## src/rtl/pipe_ctrl_pkg.sv

```systemverilog
// pipe_ctrl_pkg: shared state encoding and default widths for the pipeline stall sequencer
package pipe_ctrl_pkg;

    typedef enum logic [1:0] {
        S_RUN   = 2'd0,
        S_DWAIT = 2'd1,
        S_ERR   = 2'd2
    } state_t;

    localparam int MAX_WAIT_DEF = 16;
    localparam int WAIT_W_DEF   = 5;
    localparam int CNT_W_DEF    = 16;

endpackage

```

## src/rtl/sat_counter.sv

```systemverilog
// sat_counter: event counter that sticks at its all-ones value instead of wrapping
module sat_counter #(
    parameter int W = 16
) (
    input  logic         clk,
    input  logic         rst,
    input  logic         inc,
    output logic [W-1:0] q
);

    // count qualified events, holding at the maximum value
    always_ff @(posedge clk or posedge rst) begin
        if (rst)
            q <= '0;
        else if (inc && q != '1)
            q <= q + 1'b1;
    end

endmodule

```

## src/rtl/pipeline_stall_sequencer.sv

```systemverilog
// pipeline_stall_sequencer: merges hazard and data-memory handshake into pipeline enables/flush
module pipeline_stall_sequencer
    import pipe_ctrl_pkg::*;
#(
    parameter int MAX_WAIT = MAX_WAIT_DEF,
    parameter int WAIT_W   = WAIT_W_DEF,
    parameter int CNT_W    = CNT_W_DEF
) (
    input  logic             clk,
    input  logic             rst,
    input  logic             load_use_hz,
    input  logic             branch_taken,
    input  logic             dmem_req,
    input  logic             dmem_ready,
    output logic             pc_write,
    output logic             IF_ID_write,
    output logic             IF_ID_flush,
    output logic             ctrl_pass,
    output logic             pipe_freeze,
    output logic             mem_timeout,
    output logic [CNT_W-1:0] stall_cnt,
    output logic [CNT_W-1:0] flush_cnt
);

    state_t            state, state_nx;
    logic [WAIT_W-1:0] wait_cnt, wait_nx;
    logic              mem_busy;

    // an access is outstanding when the memory is asked but has not answered; a dropped
    // request while waiting counts as an abort and releases the pipeline like ready does
    assign mem_busy    = dmem_req && !dmem_ready;
    assign mem_timeout = (state == S_ERR);

    // state and wait-cycle registers
    always_ff @(posedge clk or posedge rst) begin
        if (rst) begin
            state    <= S_RUN;
            wait_cnt <= '0;
        end else begin
            state    <= state_nx;
            wait_cnt <= wait_nx;
        end
    end

    // next-state and output decode; reset forces a full freeze with no pipeline advance
    always_comb begin
        state_nx    = state;
        wait_nx     = wait_cnt;
        pc_write    = 1'b1;
        IF_ID_write = 1'b1;
        IF_ID_flush = 1'b0;
        ctrl_pass   = 1'b1;
        pipe_freeze = 1'b0;
        if (rst) begin
            pc_write    = 1'b0;
            IF_ID_write = 1'b0;
            ctrl_pass   = 1'b0;
            pipe_freeze = 1'b1;
        end else if (state == S_ERR) begin
            pc_write    = 1'b0;
            IF_ID_write = 1'b0;
            ctrl_pass   = 1'b0;
            pipe_freeze = 1'b1;
        end else if (mem_busy) begin
            pc_write    = 1'b0;
            IF_ID_write = 1'b0;
            pipe_freeze = 1'b1;
            if (state == S_RUN) begin
                state_nx = S_DWAIT;
                wait_nx  = WAIT_W'(1);
            end else if (wait_cnt == WAIT_W'(MAX_WAIT - 1)) begin
                state_nx = S_ERR;
            end else begin
                wait_nx = wait_cnt + 1'b1;
            end
        end else begin
            state_nx = S_RUN;
            wait_nx  = '0;
            if (load_use_hz) begin
                pc_write    = 1'b0;
                IF_ID_write = 1'b0;
                ctrl_pass   = 1'b0;
            end else if (branch_taken) begin
                IF_ID_flush = 1'b1;
            end
        end
    end

    sat_counter #(.W(CNT_W)) u_stall_cnt (
        .clk (clk),
        .rst (rst),
        .inc (!pc_write),
        .q   (stall_cnt)
    );

    sat_counter #(.W(CNT_W)) u_flush_cnt (
        .clk (clk),
        .rst (rst),
        .inc (IF_ID_flush),
        .q   (flush_cnt)
    );

endmodule
```

## config.mk

```make
export PLATFORM = sky130hd
export DESIGN_NAME = pipeline_stall_sequencer
export DESIGN_NICKNAME = d
export VERILOG_FILES = /design/src/rtl/pipe_ctrl_pkg.sv /design/src/rtl/sat_counter.sv /design/src/rtl/pipeline_stall_sequencer.sv
export SDC_FILE = /design/constraint.sdc
export NUM_CORES = 1
export LEC_CHECK = 0
export BUFFER_PORTS_ARGS = -buffer_cell sky130_fd_sc_hd__buf_2
export CORE_MARGIN = 4
export CORE_UTILIZATION = 30
export CTS_CLUSTER_DIAMETER = 50
export DETAILED_ROUTE_END_ITERATION = 10
export SETUP_SLACK_MARGIN = 0.2
export SLEW_MARGIN = 20
export SYNTH_ARGS = -nofsm -noshare
export SYNTH_HDL_FRONTEND = slang
export SYNTH_SLANG_ARGS = --single-unit
```

## constraint.sdc

```tcl
create_clock -name clk -period 2.4 [get_ports clk]
set_clock_uncertainty 0.15 [all_clocks]
set_input_delay 0.6 -clock clk [delete_from_list [all_inputs] [get_ports clk]]
set_output_delay 0.6 -clock clk [all_outputs]
set_load 0.01 [all_outputs]
```

==> flow_metrics.env <==
export IMPL_status="finished, final reports clean"
export IMPL_hold_violations=0
export IMPL_io_pin_count=44
export IMPL_tightest_slew_ns=0.475
export IMPL_postRouteWirelength_um=4130
export IMPL_yosysSeqAreaShare=0.483
export IMPL_dp_cells=313
export IMPL_clkTransAtPathRegs_ns=0.07
export IMPL_die_y_um=90.1
export IMPL_worst_r2r_cell_count=7
export IMPL_yosysWarnings=0
export IMPL_drt_first_pass_iters=4
export IMPL_n_antenna_cell=0
export IMPL_die_area_sq_mm=0.00812
export IMPL_whs_endpoint="u_stall_cnt.q[6]"
export IMPL_powerDensity_mw_per_mm2=727
export IMPL_antenna_left=0
export IMPL_vdd_drop_max_mv=0.297
export IMPL_place_congestion=0.732
export IMPL_layout_commonest_cell="buf_2"
export IMPL_rsz0062_at_grt="true"
export IMPL_fin_cells=327
export IMPL_fin_tns_setup_ns=0
export IMPL_drc=0
export IMPL_swShare=0.328
export IMPL_relSlewSlack=0.680
export IMPL_min_path_cells=1
export IMPL_cts_path_max_buffers=2
export IMPL_post_route_period_util=0.943
export IMPL_initial_utilization=0.313
export IMPL_synth_distinct_cells=40
export IMPL_antenna_found_initial=0
export IMPL_htreeDepth=2
export IMPL_grt_pass1_vias=1592
export IMPL_setup_viol=0
export IMPL_layout_drive_gt1_share=0.312
export IMPL_numPortBuffers=43
export IMPL_hold_buffers=0
export IMPL_min_delay_start="u_stall_cnt.q[6]"
export IMPL_clk_latency_ns=0.28
export IMPL_syn_inst=193
export IMPL_p_int_uw=1240
export IMPL_hold_slack_ns=0.343
export IMPL_row_count=29
export IMPL_fmax_mhz=442
export IMPL_endpoint_kind="output pin"
export IMPL_die_x_um=90.1
export IMPL_area_growth_pct=25.7
export IMPL_drv_slew=0
export IMPL_p_leak_uw=0.00121
export IMPL_syn_area_per_cell_sq_um=10.5
export IMPL_grt_max_degree=40
export IMPL_routed_via_count=1617
export IMPL_routed_via_density=4.94
export IMPL_worst_r2r_setup_slack_ns=0.38
export IMPL_track_usage=0.109
export IMPL_worstReg2RegEnd="u_flush_cnt.q[6]"
export IMPL_p_comb_frac=0.234
export IMPL_synth_area_sq_mm=0.00202
export IMPL_critical_path_arrival_ns=1.51
export IMPL_dp_hpwl_um=3010
export IMPL_grt_pass1_wl_um=7410
export IMPL_seq_power_share=0.505
export IMPL_cp_start_kind="input pin"
export IMPL_cts_sinks=39
export IMPL_grt_ovfl_total=0
export IMPL_coreArea_sq_mm=0.00646
export IMPL_clockRootBuffer="clkbuf_8"
export IMPL_period_needed_ns=2.26
export IMPL_reg2reg_from="u_flush_cnt.q[1]"
export IMPL_cts_buffers=5
export IMPL_switching_power_uw=606
export IMPL_worstPathRequired_ns=1.65
export IMPL_avgRoutedWirePerCell_um=12.6
export IMPL_cts_tree="built"
export IMPL_first_iter_violations=42
export IMPL_dp_slack_ns=0.0737
export IMPL_clockPowerShare=0.261
export IMPL_synth_net_count=203
export IMPL_final_cell_mix="buf_2, dfrtp_1, nand2_1"
export IMPL_final_util=0.394
export IMPL_fin_ws_ns=0.137
export IMPL_ys_ff_latch=39
export IMPL_fin_nets=259
export IMPL_worstSetupPathType="in -> out"
export IMPL_cap_violations=0
export IMPL_hold_class="reg -> reg"
export IMPL_cp_max_fo=3
[metal layers]
layer / GRT usage / wire length [um] / vias up
met5: 0 / 0 / -
met4: 0.0268 / 23 / 0
met3: 0.0376 / 178 / 2
met2: 0.172 / 2000 / 32
met1: 0.142 / 1930 / 784
li1: - / - / 799
[Yosys cell counts]
cell type / n / area, sq um
dfrtp_1: 39 / 976
nand2_1: 16 / 60.1
nor2_1: 15 / 56.3
xnor2_1: 14 / 123
nand3_1: 13 / 65.1
xor2_1: 13 / 114
nand4_1: 9 / 56.3
inv_1: 7 / 26.3
o21ai_0: 7 / 35.0
a21oi_1: 6 / 30.0
nor2b_1: 5 / 31.3
and3_1: 4 / 25.0
and4_1: 4 / 35.0
ha_1: 4 / 50.1
nor3_1: 4 / 20.0
a31oi_1: 3 / 18.8
a22o_1: 2 / 17.5
buf_2: 2 / 10.0
mux2_1: 2 / 22.5
nand2b_1: 2 / 12.5
nor4_2: 2 / 25.0
nor4b_4: 2 / 47.6
a2111oi_2: 1 / 15.0
a31o_2: 1 / 8.76
a32oi_1: 1 / 8.76
a41oi_1: 1 / 8.76
and2_1: 1 / 6.26
buf_4: 1 / 7.51
clkbuf_1: 1 / 3.75
inv_2: 1 / 3.75
mux2i_1: 1 / 10.0
nor2b_4: 1 / 13.8
nor4_4: 1 / 21.3
o211ai_1: 1 / 7.51
o21ai_1: 1 / 5.00
o41ai_1: 1 / 8.76
or2_1: 1 / 6.26
or3_4: 1 / 11.3
or4_1: 1 / 7.51
or4_4: 1 / 11.3
[registers in the layout, indices dropped and copies added, names as in the netlist]
signal         flops
u_flush_cnt.q     16
u_stall_cnt.q     16
wait_cnt           5
state              2
[stage by stage]
stage	power (uW)	cell area [sq um]
final	1850	2540
after global routing	1990	2540
after CTS	1870	2500
after detailed placement	1370	2350
after floorplan	1180	2050
after global placement	1360	2350
[worst max-delay path by stage]
stage | slack [ns] | startpoint | to | cells after the start
2_1_floorplan | 0.19 | rst | pc_write | 4
3_3_place_gp | 0.08 | dmem_req | IF_ID_write | 5
3_5_place_dp | 0.07 | dmem_req | pc_write | 5
4_1_cts | 0.07 | state[1] | pc_write | 4
5_1_grt | 0.08 | state[1] | IF_ID_write | 4
6_report | 0.14 | dmem_req | pc_write | 5
[cell families (layout without fill, tap and decap cells)]
family	after synthesis	after routing	synth area share
AND/OR/NAND/NOR	83	83	0.253
flip-flops	39	39	0.483
adder cells (fa/ha/maj)	4	4	0.0248
multiplexers	3	3	0.0161
AO/OA/AOI/OAI	25	25	0.0811
XOR/XNOR	27	27	0.117
buffers and inverters	12	69	0.0254
[cell type report]
cell class | count | area (sq um)
Timing Repair Buffer | 53 | 303
Sequential cell | 39 | 978
Tap cell | 77 | 96.3
Multi-Input combinational cell | 142 | 1020
Clock buffer | 7 | 96.3
Fill cell | 666 | 3920
Clock inverter | 1 | 7.51
Inverter | 8 | 36.3
[power by group through the flow]
stage | registers, uW | clock network, uW | logic, uW
2_1_floorplan | 973 | 0 | 211
3_3_place_gp | 942 | 0 | 420
3_5_place_dp | 943 | 0 | 428
4_1_cts | 933 | 502 | 433
5_1_grt | 968 | 540 | 479
6_report | 934 | 482 | 433
[critical path, stage by stage]
cell     delay (ns)
buf_2          0.10
nor2b_1        0.16
or4_4          0.46
inv_4          0.09
buf_6          0.10
[repair_timing]
item	in CTS	in global routing
setup endpoints to repair	3	10
pin swaps	2	2
setup buffers	5	1
gates resized for setup	3	6
(Power assumes the default switching activity.)
